### src/rtl/writeback_stage_if.sv
// MEM->WB bundle: instruction/control/data from the MEM stage and the register-file write port back to ID.
// Latency: none (wires only).
// Backpressure: oStall is carried back to the MEM stage, which must hold its outputs while it is high.
interface writeback_stage_if #(
    parameter int CNT_W = 32
);
    // MEM stage -> write-back
    logic             iValid;
    logic [1:0]       iSig_WB;        // [1] MemtoReg, [0] RegWrite
    logic [31:0]      iALUResult;
    logic [4:0]       iWriteReg;
    logic [31:0]      iMemData;
    logic             iMemDataValid;
    logic             iFlush;

    // write-back -> ID register file / upstream
    logic             oSig_RegWrite;
    logic [4:0]       oWriteReg;
    logic [31:0]      oWriteData2Reg;
    logic             oStall;
    logic             oMemErr;
    logic [CNT_W-1:0] oRetired;

    modport master (
        output iValid, iSig_WB, iALUResult, iWriteReg, iMemData, iMemDataValid, iFlush,
        input  oSig_RegWrite, oWriteReg, oWriteData2Reg, oStall, oMemErr, oRetired
    );

    modport slave (
        input  iValid, iSig_WB, iALUResult, iWriteReg, iMemData, iMemDataValid, iFlush,
        output oSig_RegWrite, oWriteReg, oWriteData2Reg, oStall, oMemErr, oRetired
    );
endinterface

### src/rtl/writeback_stage.sv
// MEM/WB pipeline register with write-back select; drives the ID register-file write port.
// Latency: write pulse 1 cycle after accept (or 1 cycle after load data arrives while waiting).
// Backpressure: oStall (registered state only) holds upstream while a load is outstanding.
//
// Ports: clk / rstn (synchronous, active-high reset) plus the slave side of
// writeback_stage_if: instruction inputs from MEM, load data handshake, flush,
// and the register-file write port, stall, sticky timeout error and retire count.
module writeback_stage #(
    parameter int MEM_TIMEOUT = 15,   // 1..255
    parameter int CNT_W       = 32
) (
    input  logic               clk,
    input  logic               rstn,
    writeback_stage_if.slave   wb
);

    typedef enum logic {
        S_RUN  = 1'b0,
        S_WAIT = 1'b1
    } state_t;

    state_t           state;
    state_t           nextState;

    logic [7:0]       waitCnt;
    logic             heldRegWrite;
    logic [4:0]       heldWriteReg;

    logic             writeEnQ;
    logic [4:0]       writeRegQ;
    logic [31:0]      writeDataQ;
    logic             memErrQ;
    logic [CNT_W-1:0] retiredQ;

    logic             accept;
    logic             isLoad;
    logic             timeoutHit;

    // next-cycle controls from the output decode
    logic             latchLoad;
    logic             outUpd;
    logic             outWe;
    logic [4:0]       outReg;
    logic [31:0]      outData;
    logic             retire;
    logic             setErr;
    logic             waitClr;
    logic             waitInc;

    assign accept     = wb.iValid && !wb.iFlush;
    assign isLoad     = wb.iSig_WB[1];
    // The cycle that would make the wait count reach MEM_TIMEOUT ends the wait.
    assign timeoutHit = (waitCnt == 8'(MEM_TIMEOUT - 1));

    // ---------------- state register ----------------
    always_ff @(posedge clk) begin
        if (rstn) begin
            state <= S_RUN;
        end else begin
            state <= nextState;
        end
    end

    // ---------------- next-state logic ----------------
    always_comb begin
        nextState = state;
        case (state)
            S_RUN: begin
                if (accept && isLoad && !wb.iMemDataValid) begin
                    nextState = S_WAIT;
                end
            end
            S_WAIT: begin
                if (wb.iFlush || wb.iMemDataValid || timeoutHit) begin
                    nextState = S_RUN;
                end
            end
            default: nextState = S_RUN;
        endcase
    end

    // ---------------- output decode ----------------
    always_comb begin
        latchLoad = 1'b0;
        outUpd    = 1'b0;
        outWe     = 1'b0;
        outReg    = writeRegQ;
        outData   = writeDataQ;
        retire    = 1'b0;
        setErr    = 1'b0;
        waitClr   = 1'b0;
        waitInc   = 1'b0;
        case (state)
            S_RUN: begin
                if (accept) begin
                    if (isLoad && !wb.iMemDataValid) begin
                        latchLoad = 1'b1;
                        waitClr   = 1'b1;
                    end else begin
                        outUpd  = 1'b1;
                        outReg  = wb.iWriteReg;
                        outData = isLoad ? wb.iMemData : wb.iALUResult;
                        outWe   = wb.iSig_WB[0] && (wb.iWriteReg != 5'd0);
                        retire  = 1'b1;
                    end
                end
            end
            S_WAIT: begin
                // Flush wins: a same-cycle data beat is dropped with the instruction.
                if (wb.iFlush) begin
                    outWe = 1'b0;
                end else if (wb.iMemDataValid) begin
                    outUpd  = 1'b1;
                    outReg  = heldWriteReg;
                    outData = wb.iMemData;
                    outWe   = heldRegWrite && (heldWriteReg != 5'd0);
                    retire  = 1'b1;
                end else if (timeoutHit) begin
                    // Abandoned load still counts as retired, but never writes.
                    setErr = 1'b1;
                    retire = 1'b1;
                end else begin
                    waitInc = 1'b1;
                end
            end
            default: outWe = 1'b0;
        endcase
    end

    // ---------------- datapath registers ----------------
    always_ff @(posedge clk) begin
        if (rstn) begin
            waitCnt      <= '0;
            heldRegWrite <= 1'b0;
            heldWriteReg <= '0;
            writeEnQ     <= 1'b0;
            writeRegQ    <= '0;
            writeDataQ   <= '0;
            memErrQ      <= 1'b0;
            retiredQ     <= '0;
        end else begin
            writeEnQ <= outWe;
            if (outUpd) begin
                writeRegQ  <= outReg;
                writeDataQ <= outData;
            end
            if (latchLoad) begin
                heldRegWrite <= wb.iSig_WB[0];
                heldWriteReg <= wb.iWriteReg;
            end
            if (waitClr) begin
                waitCnt <= '0;
            end else if (waitInc) begin
                waitCnt <= waitCnt + 8'd1;
            end
            if (setErr) begin
                memErrQ <= 1'b1;
            end
            if (retire) begin
                retiredQ <= retiredQ + 1'b1;
            end
        end
    end

    assign wb.oSig_RegWrite  = writeEnQ;
    assign wb.oWriteReg      = writeRegQ;
    assign wb.oWriteData2Reg = writeDataQ;
    assign wb.oStall         = (state == S_WAIT);
    assign wb.oMemErr        = memErrQ;
    assign wb.oRetired       = retiredQ;

endmodule

### src/flat_wrapper.sv
// flat-port wrapper written by rule: the top's interface ports become plain ports
module writeback_stage_flat 
#(
    parameter int MEM_TIMEOUT = 15,            
    parameter int CNT_W       = 32
)
  (clk, rstn, wb_iValid, wb_iSig_WB, wb_iALUResult, wb_iWriteReg, wb_iMemData, wb_iMemDataValid, wb_iFlush, wb_oSig_RegWrite, wb_oWriteReg, wb_oWriteData2Reg, wb_oStall, wb_oMemErr, wb_oRetired);
  writeback_stage_if #(.CNT_W(CNT_W)) wb_i ();
  input  logic clk;
  input  logic rstn;
  input wire logic [$bits(wb_i.iValid)-1:0] wb_iValid;
  input wire logic [$bits(wb_i.iSig_WB)-1:0] wb_iSig_WB;
  input wire logic [$bits(wb_i.iALUResult)-1:0] wb_iALUResult;
  input wire logic [$bits(wb_i.iWriteReg)-1:0] wb_iWriteReg;
  input wire logic [$bits(wb_i.iMemData)-1:0] wb_iMemData;
  input wire logic [$bits(wb_i.iMemDataValid)-1:0] wb_iMemDataValid;
  input wire logic [$bits(wb_i.iFlush)-1:0] wb_iFlush;
  output wire logic [$bits(wb_i.oSig_RegWrite)-1:0] wb_oSig_RegWrite;
  output wire logic [$bits(wb_i.oWriteReg)-1:0] wb_oWriteReg;
  output wire logic [$bits(wb_i.oWriteData2Reg)-1:0] wb_oWriteData2Reg;
  output wire logic [$bits(wb_i.oStall)-1:0] wb_oStall;
  output wire logic [$bits(wb_i.oMemErr)-1:0] wb_oMemErr;
  output wire logic [$bits(wb_i.oRetired)-1:0] wb_oRetired;
  assign wb_i.iValid = wb_iValid;
  assign wb_i.iSig_WB = wb_iSig_WB;
  assign wb_i.iALUResult = wb_iALUResult;
  assign wb_i.iWriteReg = wb_iWriteReg;
  assign wb_i.iMemData = wb_iMemData;
  assign wb_i.iMemDataValid = wb_iMemDataValid;
  assign wb_i.iFlush = wb_iFlush;
  assign wb_oSig_RegWrite = wb_i.oSig_RegWrite;
  assign wb_oWriteReg = wb_i.oWriteReg;
  assign wb_oWriteData2Reg = wb_i.oWriteData2Reg;
  assign wb_oStall = wb_i.oStall;
  assign wb_oMemErr = wb_i.oMemErr;
  assign wb_oRetired = wb_i.oRetired;
  writeback_stage #(.MEM_TIMEOUT(MEM_TIMEOUT), .CNT_W(CNT_W)) u_core (.clk(clk), .rstn(rstn), .wb(wb_i));
endmodule
### config.mk
export PLATFORM = sky130hd
export DESIGN_NAME = writeback_stage_flat
export DESIGN_NICKNAME = d
export VERILOG_FILES = /design/src/rtl/writeback_stage_if.sv /design/src/rtl/writeback_stage.sv /design/src/flat_wrapper.sv
export SDC_FILE = /design/constraint.sdc
export NUM_CORES = 1
export LEC_CHECK = 0
export CAP_MARGIN = 10
export CORE_ASPECT_RATIO = 0.7
export CORE_MARGIN = 2
export CORE_UTILIZATION = 45
export CTS_CLUSTER_DIAMETER = 40
export DETAILED_ROUTE_END_ITERATION = 8
export PLACE_DENSITY = 0.8
export SYNTH_ARGS = -nofsm -noshare
export SYNTH_HDL_FRONTEND = slang
export SYNTH_SLANG_ARGS = --single-unit
### constraint.sdc
create_clock -name clk -period 2.3 [get_ports clk]
set_input_delay 0.46 -clock clk [delete_from_list [all_inputs] [get_ports clk]]
set_output_delay 0.46 -clock clk [all_outputs]
set_load 0.005 [all_outputs]
### Word level (Yosys, flattened, before mapping)

Cells that the tools add are included.

| operators by class | value |
|---|---|
| divide/modulo/power cells | 0 |
| equality and inequality tests | 5 |
| multiplexer cells | 38 |
| reduce and logical (&&, ||, !) cells | 14 |
| bitwise operators | 1 |
| add/subtract/negate cells | 2 |
| $mul | 0 |
| shift operators | 0 |
| order comparisons | 0 |

Operators by type and width:

| cell | count |
|---|---|
| 32-bit 2-to-1 mux | 5 |
| 32-bit case mux with 2 select lines | 1 |
| 32-bit by 1-bit adder with 32-bit output (second input constant) | 1 |
| 1-bit 2-to-1 mux | 23 |
| 5-bit 2-to-1 mux | 4 |
| 5-bit case mux with 2 select lines | 1 |
| 5-bit nonzero test | 2 |
| 8-bit by 1-bit adder with 8-bit output (second input constant) | 1 |
| 8-bit by 4-bit equality test with 1-bit output (second input constant) | 1 |
| 1-bit case mux with 2 select lines | 4 |
| 1-bit logical AND | 6 |
| 2-bit != test (second input constant) | 3 |
| 5-bit AND reduction | 1 |
| 1-bit zero test | 2 |
| 1-bit logical OR | 2 |
| 2-bit by 1-bit != test with 1-bit output (second input constant) | 1 |
| 2-bit OR reduction | 1 |
| 1-bit inverter | 1 |

| storage, ports and cells | value |
|---|---|
| flip-flop bits (word level) | 86 |
| memories | 0 |
| memory bits (read-only) | 0 |
| output and inout bits | 72 |
| bits in latches | 0 |
| RAM bits | 0 |
| word-level logic and storage cells | 69 |
| input port bits | 76 |

### Logic depth before layout (Yosys ltp)

Gate-level depths: netlist (run 1).

| depth | value |
|---|---|
| depth in word-level cells | 6 |
| mapped depth | 9 |

### Worst setup path after synthesis (run 1)

No wires, ideal clock.

| path | value |
|---|---|
| kind | register -> register |
| from | register u_core.waitCnt[0] |
| to | register u_core.retiredQ[15] (netlist: u_core.wb.oRetired[15]) |
| arrival | 1.802 ns |
| path slack | 0.377 ns |
| library setup time | 0.121 ns |
| stages on the path, launching flop included | 9 |
| cell sequence | dfxtp_1 -> inv_1 -> ha_1 -> nor4b_4 -> a32oi_1 -> buf_6 -> buf_6 -> nor4_4 -> mux2_2 |

| between the ends | value |
|---|---|
| cells in the longest elaborated chain, start to end | 5 |

RTL lines:

| item | RTL line | source |
|---|---|---|
| start: declaration | writeback_stage.sv:25 | `logic [7:0] waitCnt;` |
| start signal: assignment | writeback_stage.sv:154 | `waitCnt <= waitCnt + 8'd1;` |
| 8-bit by 4-bit equality test with 1-bit output | writeback_stage.sv:53 | `assign timeoutHit = (waitCnt == 8'(MEM_TIMEOUT - 1));` |
| 1-bit 2-to-1 mux | writeback_stage.sv:118 | `end else if (timeoutHit) begin` |
| 1-bit 2-to-1 mux | writeback_stage.sv:112 | `end else if (wb.iMemDataValid) begin` |
| 1-bit 2-to-1 mux | writeback_stage.sv:110 | `if (wb.iFlush) begin` |
| 1-bit case mux with 2 select lines | writeback_stage.sv:93 | `case (state)` |
| end signal: assignment | writeback_stage.sv:160 | `retiredQ <= retiredQ + 1'b1;` |
| end: declaration | writeback_stage.sv:33 | `logic [CNT_W-1:0] retiredQ;` |

No other way between the ends.
A chain may end at the register's enable or synchronous reset.

### Final worst setup path (run 1)

| path | value |
|---|---|
| from | register u_core.state (netlist: u_core.wb.oStall) |
| to | output wb_oStall |

RTL lines:

| item | RTL line | source |
|---|---|---|
| start: declaration | writeback_stage.sv:22 | `state_t state;` |
| start signal: assignment | writeback_stage.sv:60 | `state <= nextState;` |
| end: declaration | flat_wrapper.sv:21 | `output wire logic [$bits(wb_i.oStall)-1:0] wb_oStall;` |

No word-level cell between the ends.

==> results of run 1 <==
==> Yosys cell counts, types with 6 or more instances <==
library cell / number / area (um^2)
nor2b_1: 11 / 68.82
nand2_1: 41 / 153.9
o21ai_0: 37 / 185.2
mux2_2: 10 / 112.6
or4_1: 17 / 127.6
mux2i_1: 12 / 120.1
dfxtp_1: 86 / 1722
a311oi_1: 32 / 280.3
or3_1: 6 / 37.54
nand4_1: 13 / 81.33
nand3_1: 13 / 65.06
clkbuf_1: 25 / 93.84
nor2_1: 63 / 236.5
a21oi_1: 24 / 120.1
and4_1: 6 / 52.55
o31ai_1: 15 / 112.6
xor2_1: 6 / 52.55
==> sequential cells by signal, indices dropped and copies added (netlist names) <==
register                  flops
u_core.wb.oMemErr             1
u_core.waitCnt                8
u_core.wb.oRetired           32
u_core.heldRegWrite           1
u_core.heldWriteReg           5
u_core.wb.oWriteData2Reg     32
u_core.wb.oStall              1
u_core.wb.oSig_RegWrite       1
u_core.wb.oWriteReg           5
==> logic make-up after synthesis <==
logic type,synth area share (%)
fa+ha+maj,0.8983
compound gates,20.96
xor+xnor,1.467
simple gates,25.27
buf+inv,4.641
mux,5.569
flops,41.20
==> final timing paths <==
path,from,endpoint,slack [ns],cells past startpoint
min,u_core.wb.oWriteData2Reg[20],u_core.wb.oWriteData2Reg[20],0.50,2
max reg2reg,u_core.waitCnt[1],u_core.wb.oRetired[11],0.18,7
min reg2reg,u_core.wb.oWriteData2Reg[20],u_core.wb.oWriteData2Reg[20],0.50,2
max,u_core.wb.oStall,wb_oStall,0.11,2
==> power by group through the flow <==
stage | logic [mW] | clock network (mW) | registers (mW)
final | 0.478 | 1.57 | 1.57
after global routing | 0.518 | 1.66 | 1.57
after CTS | 0.481 | 1.59 | 1.57
after detailed placement | 0.476 | 0 | 1.60
after global placement | 0.465 | 0 | 1.60
after floorplan | 0.175 | 0 | 1.60
==> routing by layer <==
layer,GRT usage [%],part of all wire (%)
met5,0,0
met4,5.952,1.4
met3,5.095,4.4
met2,43.31,50
met1,31.40,45
==> layout by cell type (no fill, tap or decap), drive strengths merged, types with 5 or more instances in the layout <==
master	netlist	routed
o31ai	15	15
mux2	10	10
clkbuf	25	9
dfxtp	86	86
and4	6	6
and3	5	5
a311oi	32	32
xor2	6	6
a21oi	24	24
inv	5	6
or4	17	17
nor2b	11	11
nand4	14	14
buf	13	28
nor2	63	63
nand3	13	13
nand2	41	41
or3	7	7
clkdlybuf4s50	0	146
a211oi	5	5
mux2i	12	12
o21ai	38	38
==> worst register-to-register path, stage by stage, from the launching register on <==
cell     delay, ns
dfxtp_1       0.39
ha_2          0.21
nor4b_4       0.28
a32oi_2       0.17
buf_12        0.19
buf_4         0.15
or4_1         0.51
a21oi_1       0.15
==> per-stage QoR <==
stage	hold slack, ns	instance area, um^2
3_5_place_dp	0.4815	5907
4_1_cts	0.5028	6230
3_3_place_gp	0.4762	5907
2_1_floorplan	0.4553	4179
5_1_grt	0.5175	6240
6_report	0.4991	6240
==> what timing repair did <==
action,in CTS,in global routing
buffers inserted,0,1
endpoints found under the setup margin,0,7
resized for setup,0,2
hold endpoints to repair,0,0
==> final cells by class <==
cell class	count	area share (%)
sequential	86	27.59
inverter	5	0.3008
clock buffer	9	3.609
timing repair buffer	174	27.95
multi-input combinational	357	36.49
clock inverter	7	1.564
tap	124	2.486
==> impl_metrics.tcl, run 1 <==
set metrics [dict create \
    switching_power_mw 0.8374 \
    yosysWarnings 0 \
    critical_path_required_ns 1.84 \
    synth_fp_nets 565 \
    slew_headroom_pct 72.28 \
    clock_path_buffers 2 \
    slowest_stage "clkdlybuf4s50_1" \
    synth-seq-cells 86 \
    finalWorstSetupSlack_ns 0.1113 \
    worstMarginPinSlew_ns 0.4158 \
    power_frac_comb_pct 13.2 \
    tritoncts "done" \
    crit_path_end_kind "output pin" \
    final_cells 762 \
    hold_class "register to register" \
    firstDrtPassIters 4 \
    route.detailed.drc 0 \
    fp.coreArea_um2 9035 \
    ant_nets 0 \
    seq_power_share_pct 43.4 \
    grt_max_degree 90 \
    powerDensity_nw_per_um2 579.4 \
    cp.arrival_ns 1.73 \
    placed_cells 745 \
    maxCapViolations 0 \
    postCtsHoldBufs 0 \
    synth_cells 486 \
    antennaDiodeCount 0 \
    netlist_area_um2 4179 \
    dieArea_um2 10090 \
    yosysUniqueCellTypes 52 \
    swShare_pct 23.16 \
    clock_latency_ns 0.33 \
    die_x_um 119.2 \
    status "complete, no violations" \
    nets 712 \
    avgViaCountPerCell 5.621 \
    tns_ns 0 \
    drive_gt1_share_pct 10.97 \
    clkPwrFrac_pct 43.4 \
    ios 148 \
    final-seq-area_um2 1722 \
    power_mw 3.615 \
    path_max_fanout 39 \
    multi_input_area_um2 2277 \
    root_buffer "clkbuf_16" \
    cp_top_family "buffers and inverters" \
    synth_edf_count 0 \
    synthArstFlopShare_pct 0 \
    irDropWorstVdd_mv 0.4187 \
    antenna_found_initial 0 \
    initial_core_util_pct 46.25 \
    drv_slew 0 \
    cts_sinks 86 \
    fmax_ghz 0.4569 \
    synth_ff_type "dfxtp_1" \
    p_leak_nw 2.177 \
    gp_congestion 0.8221 \
    period_needed_ns 2.189 \
    slowest_delay_ns 0.59 \
    rsz0062_at_grt "false" \
    hold_viol 0 \
    wirelength_mm 12.28 \
    area_delta_synth_final_pct 49.31 \
    critPathBufInv 2 \
    grt_pass1_vias 4185 \
    skew_ns 0.005050 \
    overflow 0 \
    cts-htree-levels 3 \
    finalSetupViolCount 0 \
    drt_iter0_markers 312 \
    rows 29 \
    num_vias 4283 \
    portBuffers 147 \
    synth-seq-area-share_pct 41.20 \
    crit_chain "buf_4, clkdlybuf4s50_1" \
    post_drt_wl_per_cell_um 16.12 \
    start_kind "register" \
    cts_buffers 9 \
    clkTransAtPathRegs_ns 0.06 \
    grt_pass1_wl_mm 20.42 \
    fill_cells 667 \
    fin_crit_sh_pct 95.16 \
    die_h_um 84.63 \
    final_core_util_pct 69.06 \
    power.internal_mw 2.778 \
    grt_use_total_pct 24.74 \
    post-place-ws_ns -0.1270 \
    dp_hpwl_mm 8.668 \
    path_class "register to output pin" \
    syn_area_per_cell_um2 8.599 \
]
Note: power is estimated with default switching activity, not from simulation.
==> run 2, diff against run 1 <==
--- a/config.mk
+++ b/config.mk
@@ -12,6 +12,7 @@
 export CTS_CLUSTER_DIAMETER = 40
 export DETAILED_ROUTE_END_ITERATION = 8
 export PLACE_DENSITY = 0.8
+export SKIP_LAST_GASP = 1
 export SYNTH_ARGS = -nofsm -noshare
 export SYNTH_HDL_FRONTEND = slang
 export SYNTH_SLANG_ARGS = --single-unit
==> run 2 against run 1 <==
  * Setup slack hardly changed
  * Wire length did not move
  * Sequential power is essentially flat
  * Clock power hardly changed
  * Cell count unchanged
  * Critical path type unchanged
  * Non-clock buffer count is the same
  * Clock-buffer cell count stayed put
  * Register-to-register slack got worse by 0.02 ns
  * Cell area unchanged
  * Global-route usage did not move
  * First-iteration DRC count stayed put
==> impl_metrics.tcl, run 2 (synthesis gave the netlist of run 1 again) <==
set metrics [dict create \
    rows 29 \
    die_x_um 119.2 \
    start_kind "register" \
    grt_pass1_wl_mm 20.42 \
    firstDrtPassIters 4 \
    tns_ns 0 \
    hold_viol 0 \
    hold_class "register to register" \
    grt_pass1_vias 4185 \
    clock_path_buffers 2 \
    finalWorstSetupSlack_ns 0.1113 \
    fin_area_um2 6240 \
    post-place-ws_ns -0.1270 \
    postCtsHoldBufs 0 \
    grt_use_total_pct 24.74 \
    ant_nets 0 \
    antenna_found_initial 0 \
    dp_hpwl_mm 8.668 \
    powerDensity_nw_per_um2 579.4 \
    drive_gt1_share_pct 10.82 \
    path_max_fanout 39 \
    clkTransAtPathRegs_ns 0.06 \
    root_buffer "clkbuf_16" \
    ios 148 \
    clock_latency_ns 0.33 \
    final_common_cell "clkdlybuf4s50_1" \
    slew_headroom_pct 72.30 \
    irDropWorstVdd_mv 0.4187 \
    initial_core_util_pct 46.25 \
    gp_congestion 0.8221 \
    post_drt_wl_per_cell_um 16.12 \
    grt_max_degree 90 \
    cts_sinks 86 \
    critical_path_required_ns 1.84 \
    path_class "register to output pin" \
    period_needed_ns 2.189 \
    nets 712 \
    p_leak_nw 2.176 \
    wirelength_mm 12.28 \
    final_cell_mix "146 x clkdlybuf4s50_1, 86 x dfxtp_1, 62 x nor2_1, 41 x nand2_1, 37 x o21ai_0" \
    drv_slew 0 \
    tritoncts "done" \
    fp.coreArea_um2 9035 \
    route.detailed.drc 0 \
    avgViaCountPerCell 5.619 \
    skew_ns 0.005060 \
    cp.arrival_ns 1.73 \
    placed_area_um2 5907 \
    fmax_ghz 0.4569 \
    num_vias 4282 \
    maxCapViolations 0 \
    cts_buffers 9 \
    fin_crit_sh_pct 95.16 \
    area_delta_synth_final_pct 49.31 \
    antennaDiodeCount 0 \
    die_h_um 84.63 \
    final_cells 762 \
    cts-htree-levels 3 \
    crit_path_end_kind "output pin" \
    finalSetupViolCount 0 \
    overflow 0 \
    drt_iter0_markers 312 \
    placed_cells 745 \
    rsz0062_at_grt "true" \
    portBuffers 147 \
    worstMarginPinSlew_ns 0.4156 \
    dieArea_um2 10090 \
    status "complete, no violations" \
]
-- run 2: cell counts in the layout (fill, tap and decap cells not counted) --
Identical to the previous run, type by type.
-- run 2: worst max-delay path, cell delays in order (launching register included) --
cell and delay [ns]:
dfxtp_1 0.41, buf_4 0.39, clkdlybuf4s50_1 0.59
-- run 2: cell type report --
cell class / count / area, um^2
inverter: 5 / 18.77
clock buffer: 9 / 225.2
timing repair buffer: 174 / 1744
sequential: 86 / 1722
tap: 124 / 155.1
multi-input combinational: 357 / 2277
clock inverter: 7 / 97.59
fill: 667 / 2795
-- run 2: metrics by stage --
step                power, mW  hold slack (ns)  util, %
floorplan               1.777           0.4553        -
detailed placement      2.078           0.4815    65.38
finish                  3.615           0.4991    69.06
global route            3.750           0.5175    69.06
global placement        2.062           0.4762    65.38
CTS                     3.637           0.5028    68.95
-- run 2: power by group --
part / total, mW / internal [mW] / leakage, nW / switching [mW]
sequential: 1.57 / 1.54 / 0.699 / 0.0287
clock: 1.57 / 0.955 / 0.152 / 0.614
combinational: 0.478 / 0.283 / 1.33 / 0.195
-- run 2: metal layers --
layer	part of all wire [%]	global-route usage, %	vias up
li1	-	-	2106
met5	0	0	-
met3	4.4	5.095	14
met2	49	43.31	118
met4	1.4	5.952	0
met1	45	31.40	2044
-- run 2: final timing paths --
| check | startpoint | to | slack [ns] | cells past startpoint |
|---|---|---|---|---|
| worst max-delay path | u_core.wb.oStall | wb_oStall | 0.11 | 2 |
| worst min-delay path | u_core.wb.oWriteData2Reg[20] | u_core.wb.oWriteData2Reg[20] | 0.50 | 2 |
| worst max register to register | u_core.waitCnt[0] | u_core.wb.oRetired[11] | 0.16 | 8 |
| worst min register to register | u_core.wb.oWriteData2Reg[20] | u_core.wb.oWriteData2Reg[20] | 0.50 | 2 |
-- run 2: what timing repair did --
action,4_1_cts,5_1_grt
setup endpoints to repair,0,7
resized for setup,0,1
buffers inserted,0,1
